## src/rtl/debug_display_scan_pkg.sv

```systemverilog
// Shared definitions for the debug display: segment glyphs, blank code and
// the hold/run state encoding.
package dbg_disp_pkg;

  localparam logic [6:0] SEG_BLANK = 7'h7F;

  // Active-low gfedcba glyphs, index 0 at the right; b and d are lowercase.
  localparam logic [15:0][6:0] SEG_GLYPH = {
    7'h0E, 7'h06, 7'h21, 7'h46, 7'h03, 7'h08, 7'h10, 7'h00,
    7'h78, 7'h02, 7'h12, 7'h19, 7'h30, 7'h24, 7'h79, 7'h40
  };

  typedef enum logic {
    ST_RUN  = 1'b0,
    ST_HOLD = 1'b1
  } hold_state_t;

  function automatic logic [6:0] nibble_to_seg(input logic [3:0] nibble);
    return SEG_GLYPH[nibble];
  endfunction

endpackage

```

## src/rtl/debug_display_scan_if.sv

```systemverilog
// Probe/display bundle between the board top level and debug_display_scan.
interface debug_display_scan_if #(
  parameter int unsigned NUM_CH     = 8,
  parameter int unsigned NUM_DIGITS = 8,
  parameter int unsigned SEL_W      = $clog2(NUM_CH)
);
  localparam int unsigned DATA_W = 4 * NUM_DIGITS;

  logic [NUM_CH*DATA_W-1:0] ch_data;
  logic [SEL_W-1:0]         sel;
  logic                     auto_scan;
  logic                     freeze_btn;
  logic [NUM_DIGITS*7-1:0]  hex;
  logic [SEL_W-1:0]         ch_idx;
  logic                     hold;

  modport master (
    output ch_data, sel, auto_scan, freeze_btn,
    input  hex, ch_idx, hold
  );

  modport slave (
    input  ch_data, sel, auto_scan, freeze_btn,
    output hex, ch_idx, hold
  );
endinterface

```

## src/rtl/debug_display_scan_hexcoder_reg.sv

```systemverilog
// One registered 7-segment digit: nibble decode with blank override.
module hexcoder_reg
  import dbg_disp_pkg::*;
(
  input  logic       clk,
  input  logic       rst_n,
  input  logic       en,
  input  logic [3:0] nibble,
  input  logic       blank,
  output logic [6:0] seg
);

  always_ff @(posedge clk or negedge rst_n) begin
    if (!rst_n) begin
      seg <= SEG_BLANK;
    end else if (en) begin
      seg <= blank ? SEG_BLANK : nibble_to_seg(nibble);
    end
  end

endmodule

```

## src/rtl/debug_display_scan.sv

```systemverilog
// Board-debug display controller: selects one probe channel (manual or
// auto-scan), with a debounced freeze toggle, and drives registered 7-seg digits.
module debug_display_scan
  import dbg_disp_pkg::*;
#(
  parameter int unsigned NUM_CH     = 8,
  parameter int unsigned NUM_DIGITS = 8,
  parameter int unsigned SCAN_DIV   = 50_000_000,
  parameter int unsigned DEB_CYC    = 1_000_000,
  parameter int unsigned BLANK_LZ   = 0,
  parameter int unsigned SEL_W      = $clog2(NUM_CH)
) (
  input  logic                 clk,
  input  logic                 rst_n,
  debug_display_scan_if.slave  bus
);

  localparam int unsigned DATA_W = 4 * NUM_DIGITS;
  localparam int unsigned SCAN_W = $clog2(SCAN_DIV);
  localparam int unsigned DEB_W  = $clog2(DEB_CYC + 1);
  localparam logic [SCAN_W-1:0] SCAN_LAST = SCAN_W'(SCAN_DIV - 1);
  localparam logic [DEB_W-1:0]  DEB_LAST  = DEB_W'(DEB_CYC - 1);
  localparam logic [SEL_W-1:0]  CH_LAST   = SEL_W'(NUM_CH - 1);

  logic [SEL_W-1:0]        sel_s1, sel_s2;
  logic                    auto_s1, auto_s2;
  logic                    btn_s1, btn_s2;
  logic                    btn_lvl;
  logic [DEB_W-1:0]        deb_cnt;
  logic                    press;
  hold_state_t             state, state_nxt;
  logic                    hold;
  logic                    run;
  logic [SEL_W-1:0]        ch_idx;
  logic [SCAN_W-1:0]       scan_cnt;
  logic [DATA_W-1:0]       sel_word;
  logic [DATA_W-1:0]       disp_word;
  logic [NUM_DIGITS-1:0]   blank;
  logic [NUM_DIGITS*7-1:0] hex_r;

  always_ff @(posedge clk or negedge rst_n) begin
    if (!rst_n) begin
      sel_s1  <= '0;
      sel_s2  <= '0;
      auto_s1 <= 1'b0;
      auto_s2 <= 1'b0;
      btn_s1  <= 1'b1;
      btn_s2  <= 1'b1;
    end else begin
      sel_s1  <= bus.sel;
      sel_s2  <= sel_s1;
      auto_s1 <= bus.auto_scan;
      auto_s2 <= auto_s1;
      btn_s1  <= bus.freeze_btn;
      btn_s2  <= btn_s1;
    end
  end

  // deb_cnt counts consecutive cycles the synced button differs from the accepted level.
  always_ff @(posedge clk or negedge rst_n) begin
    if (!rst_n) begin
      btn_lvl <= 1'b1;
      deb_cnt <= '0;
    end else if (btn_s2 == btn_lvl) begin
      deb_cnt <= '0;
    end else if (deb_cnt == DEB_LAST) begin
      btn_lvl <= btn_s2;
      deb_cnt <= '0;
    end else begin
      deb_cnt <= deb_cnt + 1'b1;
    end
  end

  assign press = btn_lvl && !btn_s2 && (deb_cnt == DEB_LAST);

  always_ff @(posedge clk or negedge rst_n) begin
    if (!rst_n) state <= ST_RUN;
    else        state <= state_nxt;
  end

  always_comb begin
    state_nxt = state;
    if (press) state_nxt = (state == ST_HOLD) ? ST_RUN : ST_HOLD;
  end

  // An accepted press also freezes its own cycle, so it beats a scan terminal count.
  always_comb begin
    hold = (state == ST_HOLD);
    run  = (state == ST_RUN) && !press;
  end

  // Out-of-range indices (non-power-of-2 NUM_CH) wrap straight to channel 0.
  always_ff @(posedge clk or negedge rst_n) begin
    if (!rst_n) begin
      ch_idx   <= '0;
      scan_cnt <= '0;
    end else if (run) begin
      if (!auto_s2) begin
        ch_idx   <= sel_s2;
        scan_cnt <= '0;
      end else if (scan_cnt == SCAN_LAST) begin
        ch_idx   <= (ch_idx >= CH_LAST) ? '0 : ch_idx + 1'b1;
        scan_cnt <= '0;
      end else begin
        scan_cnt <= scan_cnt + 1'b1;
      end
    end
  end

  always_comb begin
    sel_word = '0;
    for (int unsigned k = 0; k < NUM_CH; k++) begin
      if (ch_idx == SEL_W'(k)) sel_word = bus.ch_data[k*DATA_W +: DATA_W];
    end
  end

  always_ff @(posedge clk or negedge rst_n) begin
    if (!rst_n)   disp_word <= '0;
    else if (run) disp_word <= sel_word;
  end

  always_comb begin
    blank = '0;
    for (int unsigned d = 1; d < NUM_DIGITS; d++) begin
      blank[d] = (BLANK_LZ != 0) && ((disp_word >> (4 * d)) == '0);
    end
  end

  for (genvar d = 0; d < NUM_DIGITS; d++) begin : g_digit
    hexcoder_reg u_hexcoder (
      .clk    (clk),
      .rst_n  (rst_n),
      .en     (!hold),
      .nibble (disp_word[d*4 +: 4]),
      .blank  (blank[d]),
      .seg    (hex_r[d*7 +: 7])
    );
  end

  assign bus.hex    = hex_r;
  assign bus.ch_idx = ch_idx;
  assign bus.hold   = hold;

endmodule

```

## src/flat_wrapper.sv

```systemverilog
// flat-port wrapper written by rule: the top's interface ports become plain ports
module debug_display_scan_flat import dbg_disp_pkg::*;
#(
  parameter int unsigned NUM_CH     = 8,
  parameter int unsigned NUM_DIGITS = 8,
  parameter int unsigned SCAN_DIV   = 50_000_000,
  parameter int unsigned DEB_CYC    = 1_000_000,
  parameter int unsigned BLANK_LZ   = 0,
  parameter int unsigned SEL_W      = $clog2(NUM_CH)
)
  (clk, rst_n, bus_ch_data, bus_sel, bus_auto_scan, bus_freeze_btn, bus_hex, bus_ch_idx, bus_hold);
  debug_display_scan_if #(.NUM_CH(NUM_CH), .NUM_DIGITS(NUM_DIGITS), .SEL_W(SEL_W)) bus_i ();
  input  logic clk;
  input  logic rst_n;
  input wire logic [$bits(bus_i.ch_data)-1:0] bus_ch_data;
  input wire logic [$bits(bus_i.sel)-1:0] bus_sel;
  input wire logic [$bits(bus_i.auto_scan)-1:0] bus_auto_scan;
  input wire logic [$bits(bus_i.freeze_btn)-1:0] bus_freeze_btn;
  output wire logic [$bits(bus_i.hex)-1:0] bus_hex;
  output wire logic [$bits(bus_i.ch_idx)-1:0] bus_ch_idx;
  output wire logic [$bits(bus_i.hold)-1:0] bus_hold;
  assign bus_i.ch_data = bus_ch_data;
  assign bus_i.sel = bus_sel;
  assign bus_i.auto_scan = bus_auto_scan;
  assign bus_i.freeze_btn = bus_freeze_btn;
  assign bus_hex = bus_i.hex;
  assign bus_ch_idx = bus_i.ch_idx;
  assign bus_hold = bus_i.hold;
  debug_display_scan #(.NUM_CH(NUM_CH), .NUM_DIGITS(NUM_DIGITS), .SCAN_DIV(SCAN_DIV), .DEB_CYC(DEB_CYC), .BLANK_LZ(BLANK_LZ), .SEL_W(SEL_W)) u_core (.clk(clk), .rst_n(rst_n), .bus(bus_i));
endmodule
```

## config.mk

```make
export PLATFORM = sky130hd
export DESIGN_NAME = debug_display_scan_flat
export DESIGN_NICKNAME = d
export VERILOG_FILES = /design/src/rtl/debug_display_scan_pkg.sv /design/src/rtl/debug_display_scan_if.sv /design/src/rtl/debug_display_scan_hexcoder_reg.sv /design/src/rtl/debug_display_scan.sv /design/src/flat_wrapper.sv
export SDC_FILE = /design/constraint.sdc
export NUM_CORES = 1
export LEC_CHECK = 0
export BUFFER_PORTS_ARGS = -buffer_cell sky130_fd_sc_hd__buf_2
export CORE_MARGIN = 2
export CORE_UTILIZATION = 54
export CTS_BUF_LIST = sky130_fd_sc_hd__clkbuf_4
export DETAILED_ROUTE_END_ITERATION = 12
export PLACE_DENSITY = 0.91
export SLEW_MARGIN = 20
export SYNTH_ARGS = -nofsm -noshare
export SYNTH_HDL_FRONTEND = slang
export SYNTH_SLANG_ARGS = --single-unit
```

## constraint.sdc

```tcl
create_clock -name clk -period 3.9 [get_ports clk]
set_clock_uncertainty 0.15 [all_clocks]
set_input_delay 0.78 -clock clk [delete_from_list [all_inputs] [get_ports clk]]
set_output_delay 0.78 -clock clk [all_outputs]
set_load 0.01 [all_outputs]
```

==> flow_metrics.py <==
metrics = {
    "logic_synthesis": {
        "ys.flop_type": "dfrtp_1",
        "yosys.area_share.adder_pct": 6.72,
        "synth.distinct_cells": 68,
        "seq_area_frac_synth_pct": 35.8,
        "synth_nets": 1553,
        "synth_edf_count": 0,
        "muxShareOfSynthArea_pct": 5.52,
        "synth_top_family_by_area": "compound AO/OA/AOI/OAI gates",
        "syn_area_per_cell_um2": 8.61,
        "synth-xor-area-share_pct": 1.57,
        "async_flop_share_pct": 100,
        "ys_warn_count": 0,
        "ys_ff_latch": 149,
        "synthCells": 1233,
        "syn_area_um2": 10600,
        "synth-compound-area-share_pct": 25.4,
        "synth_simple_gate_area_share_pct": 19.0,
    },
    "drt": {
        "wl_per_cell_um": 20.3,
        "first_pass_iters": 9,
        "drtAntennaViolNets": 0,
        "wirelength_um": 36200,
        "vias": 11100,
        "viasPerCell": 6.21,
        "drt_iter0_markers": 1059,
        "drc": 0,
    },
    "pwr": {
        "pwr-share-clk_pct": 15.6,
        "p_sw_share_pct": 41.9,
        "internal_power_mw": 4.49,
        "vdd_drop_max_uv": 245,
        "power_density_nw_per_um2": 606,
        "pwr-share-seq_pct": 37.1,
        "p_leak_nw": 6.01,
        "p_sw_mw": 3.24,
        "power_frac_comb_pct": 47.3,
    },
    "grt": {
        "grt_max_degree": 98,
        "grt_pass1_vias": 10400,
        "use_met3_pct": 6.92,
        "grtUsageTotal_pct": 34.2,
        "overflow": 0,
        "grtUsageMet1_pct": 44.3,
        "grt.busiest_layer": "met2",
        "gr-usage-met2_pct": 56.3,
        "grt_pass1_wl_um": 54800,
        "antenna_found_initial": 6,
    },
    "worst_setup_path": {
        "slowest_delay_ns": 0.63,
        "crit_path_end": "u_core.disp_word[23]",
        "crit_start": "u_core.bus.ch_idx[1]",
        "end_kind": "register",
        "crit_fanout": 37,
        "r2r_end": "u_core.disp_word[23]",
        "ff2ff_setup_slack_ns": 0.83,
        "crit-reg2reg-launch": "u_core.bus.ch_idx[1]",
        "ff2ff_path_depth": 8,
        "crit_type": "register to register",
        "cp.required_ns": 4.25,
        "crit_cells": 8,
        "crit_path_top_delay_cell": "ha_2",
        "crit_chain": "inv_1 > ha_2 > buf_4 > a211o_1 > a221oi_1 > o32ai_1 > a22oi_1 > a21oi_1",
        "cp-start-kind": "register",
        "crit_family": "compound AO/OA/AOI/OAI gates",
        "worst-path-buf-inv": 2,
        "critPathArrivalTime_ns": 3.42,
    },
    "floorplan": {
        "start_util_pct": 54.7,
        "fp.dieArea_um2": 20800,
        "core_um2": 19400,
        "fp.dieH_um": 144,
        "io_pins": 323,
        "die_w_um": 144,
        "rows": 51,
    },
    "clock_network": {
        "ctsResizeCount": 0,
        "clk_latency_ns": 0.57,
        "cts.sink_count": 149,
        "htree_levels": 4,
        "hold_buffers": 0,
        "cts_tree": "built",
        "path_clk_slew_ns": 0.13,
        "cts_buffers": 17,
        "clk_path_buf_depth": 2,
        "cts_root_buf": "clkbuf_4",
        "cts_setup_buffers": 0,
    },
    "timing": {
        "final_max_slew_viol_count": 0,
        "tightestPinTransition_ns": 0.918,
        "finalHoldViolations": 0,
        "worst_slack_ns": 0.834,
        "grt_setup_unrepaired": "no",
        "min_period_ns": 3.07,
        "fmax_ghz": 0.326,
        "timing.setup.tns_ns": 0,
        "finalCritPeriodShare_pct": 78.6,
        "slew_headroom_pct": 38.8,
        "finalSetupViolations": 0,
    },
    "placed_design": {
        "post-dp-hpwl_um": 26200,
        "io_buffers": 322,
        "dp_cells": 1742,
        "place_ws_ns": 1.02,
        "place_congestion": 0.935,
    },
    "job": {
        "cap_violations": 0,
    },
    "final_layout": {
        "final_core_util_pct": 65.7,
        "fin_cells": 1780,
        "drive_above_1_share_pct": 33.2,
        "syn_to_final_growth_pct": 20.1,
        "n_fill_cell": 1611,
        "finalNetCount": 1816,
    },
    "hold_path": {
        "hp-class": "input pin to register",
    },
    "run_status": {
        "run_status": "finished clean",
    },
}
-- per-layer routing --
layer	part of all wire (%)	wire (µm)	up-vias
met4	3.4	1220	0
met3	10	3740	104
met1	38	13900	5234
li1	-	-	5013
met5	0	0	-
met2	48	17300	710
-- registers in the layout, indices dropped and copies added (netlist names), 3 cells and up --
register	count
u_core.sel_s2	3
u_core.disp_word	32
u_core.g_digit.u_hexcoder.seg	56
u_core.scan_cnt	26
u_core.bus.ch_idx	3
u_core.sel_s1	3
u_core.deb_cnt	20
-- cells in the final DEF (no fill, tap or decap), types with 9 or more instances in the layout --
master	netlist	routed
a211o_1	31	31
a211oi_1	14	14
a21oi_1	99	99
a221oi_1	39	39
a22oi_1	76	76
and3_1	11	11
buf_2	6	321
buf_4	0	16
clkbuf_4	0	18
dfrtp_1	90	88
dfstp_2	59	59
ha_1	57	53
inv_1	65	65
mux2_2	20	20
mux2i_1	18	18
nand2_1	74	74
nand2b_1	53	53
nand3_1	21	21
nand4_1	10	10
nor2_1	189	189
nor2b_1	10	10
nor3_1	16	16
o21ai_0	35	35
o32ai_1	31	31
or3b_2	9	9
xnor2_1	14	14
-- power by group through the flow --
stage / combinational, mW / clock (mW) / sequential (mW)
floorplan: 2.61 / 0 / 2.65
global placement: 3.44 / 0 / 2.83
detailed placement: 3.59 / 0 / 2.87
CTS: 3.62 / 1.22 / 2.84
global route: 4.03 / 1.28 / 2.94
finish: 3.66 / 1.20 / 2.87
-- synthesized netlist by cell type (8+ instances only) --
library cell | n | area share, %
ha_1 | 57 | 6.7
nor3_1 | 16 | 0.75
o32ai_1 | 31 | 2.6
dfrtp_1 | 90 | 21
clkbuf_1 | 85 | 3.0
and3_1 | 11 | 0.65
inv_1 | 65 | 2.3
nor2_1 | 189 | 6.7
nand3_1 | 21 | 0.99
a32oi_1 | 8 | 0.66
xnor2_1 | 14 | 1.2
a211oi_1 | 14 | 0.99
nand2_1 | 74 | 2.6
mux2_2 | 20 | 2.1
mux4_2 | 8 | 1.7
a221oi_1 | 39 | 3.2
a22oi_1 | 76 | 5.4
nand2b_1 | 53 | 3.1
nor2b_1 | 10 | 0.59
o21ai_0 | 35 | 1.7
a21oi_1 | 99 | 4.7
dfstp_2 | 59 | 15
mux2i_1 | 18 | 1.7
a211o_1 | 31 | 2.6
nand4_1 | 10 | 0.59
or3b_2 | 9 | 0.74
-- worst min-delay path by stage --
stage | cells after the start | endpoint | from
after floorplan | 0 | u_core.auto_s2 | u_core.auto_s1
after global placement | 0 | u_core.sel_s2[2] | u_core.sel_s1[2]
after detailed placement | 0 | u_core.sel_s2[1] | u_core.sel_s1[1]
after CTS | 1 | u_core.auto_s1 | bus_auto_scan
after global routing | 1 | u_core.auto_s1 | bus_auto_scan
final | 1 | u_core.auto_s1 | bus_auto_scan
-- through the flow --
stage,hold slack (ns),power [mW],area [µm²]
2_1_floorplan,0.181,5.26,10600
3_3_place_gp,0.183,6.27,12400
3_5_place_dp,0.186,6.46,12400
4_1_cts,0.112,7.68,12700
5_1_grt,0.0989,8.25,12700
6_report,0.151,7.73,12700
-- cell families (layout without fill, tap and decap cells) --
logic type               Yosys count  count (layout)
adder cells (fa/ha/maj)           57              57
multiplexers                      46              46
flip-flops                       149             149
AND/OR/NAND/NOR                  421             421
buffers and inverters            162             438
XOR/XNOR                          19              19
other                              0               6
AO/OA/AOI/OAI                    379             379
-- worst reg2reg max path, cell delays in order, from the launching register on --
cell and delay [ns]:
dfrtp_1 0.46, inv_1 0.10, ha_2 0.63, buf_4 0.54
a211o_1 0.21, a221oi_1 0.08, o32ai_1 0.46, a22oi_1 0.15
a21oi_1 0.21
-- final cells by class --
| type | instances | area, µm² | area share [%] |
|---|---|---|---|
| timing repair buffer | 340 | 1780 | 13.9 |
| tap | 265 | 332 | 2.60 |
| clock buffer | 18 | 135 | 1.06 |
| clock inverter | 14 | 226 | 1.78 |
| sequential | 149 | 3800 | 29.8 |
| inverter | 66 | 248 | 1.94 |
| antenna | 6 | 15.0 | 0.118 |
| multi-input combinational | 922 | 6210 | 48.7 |
Power figures use the tool's default switching activity.
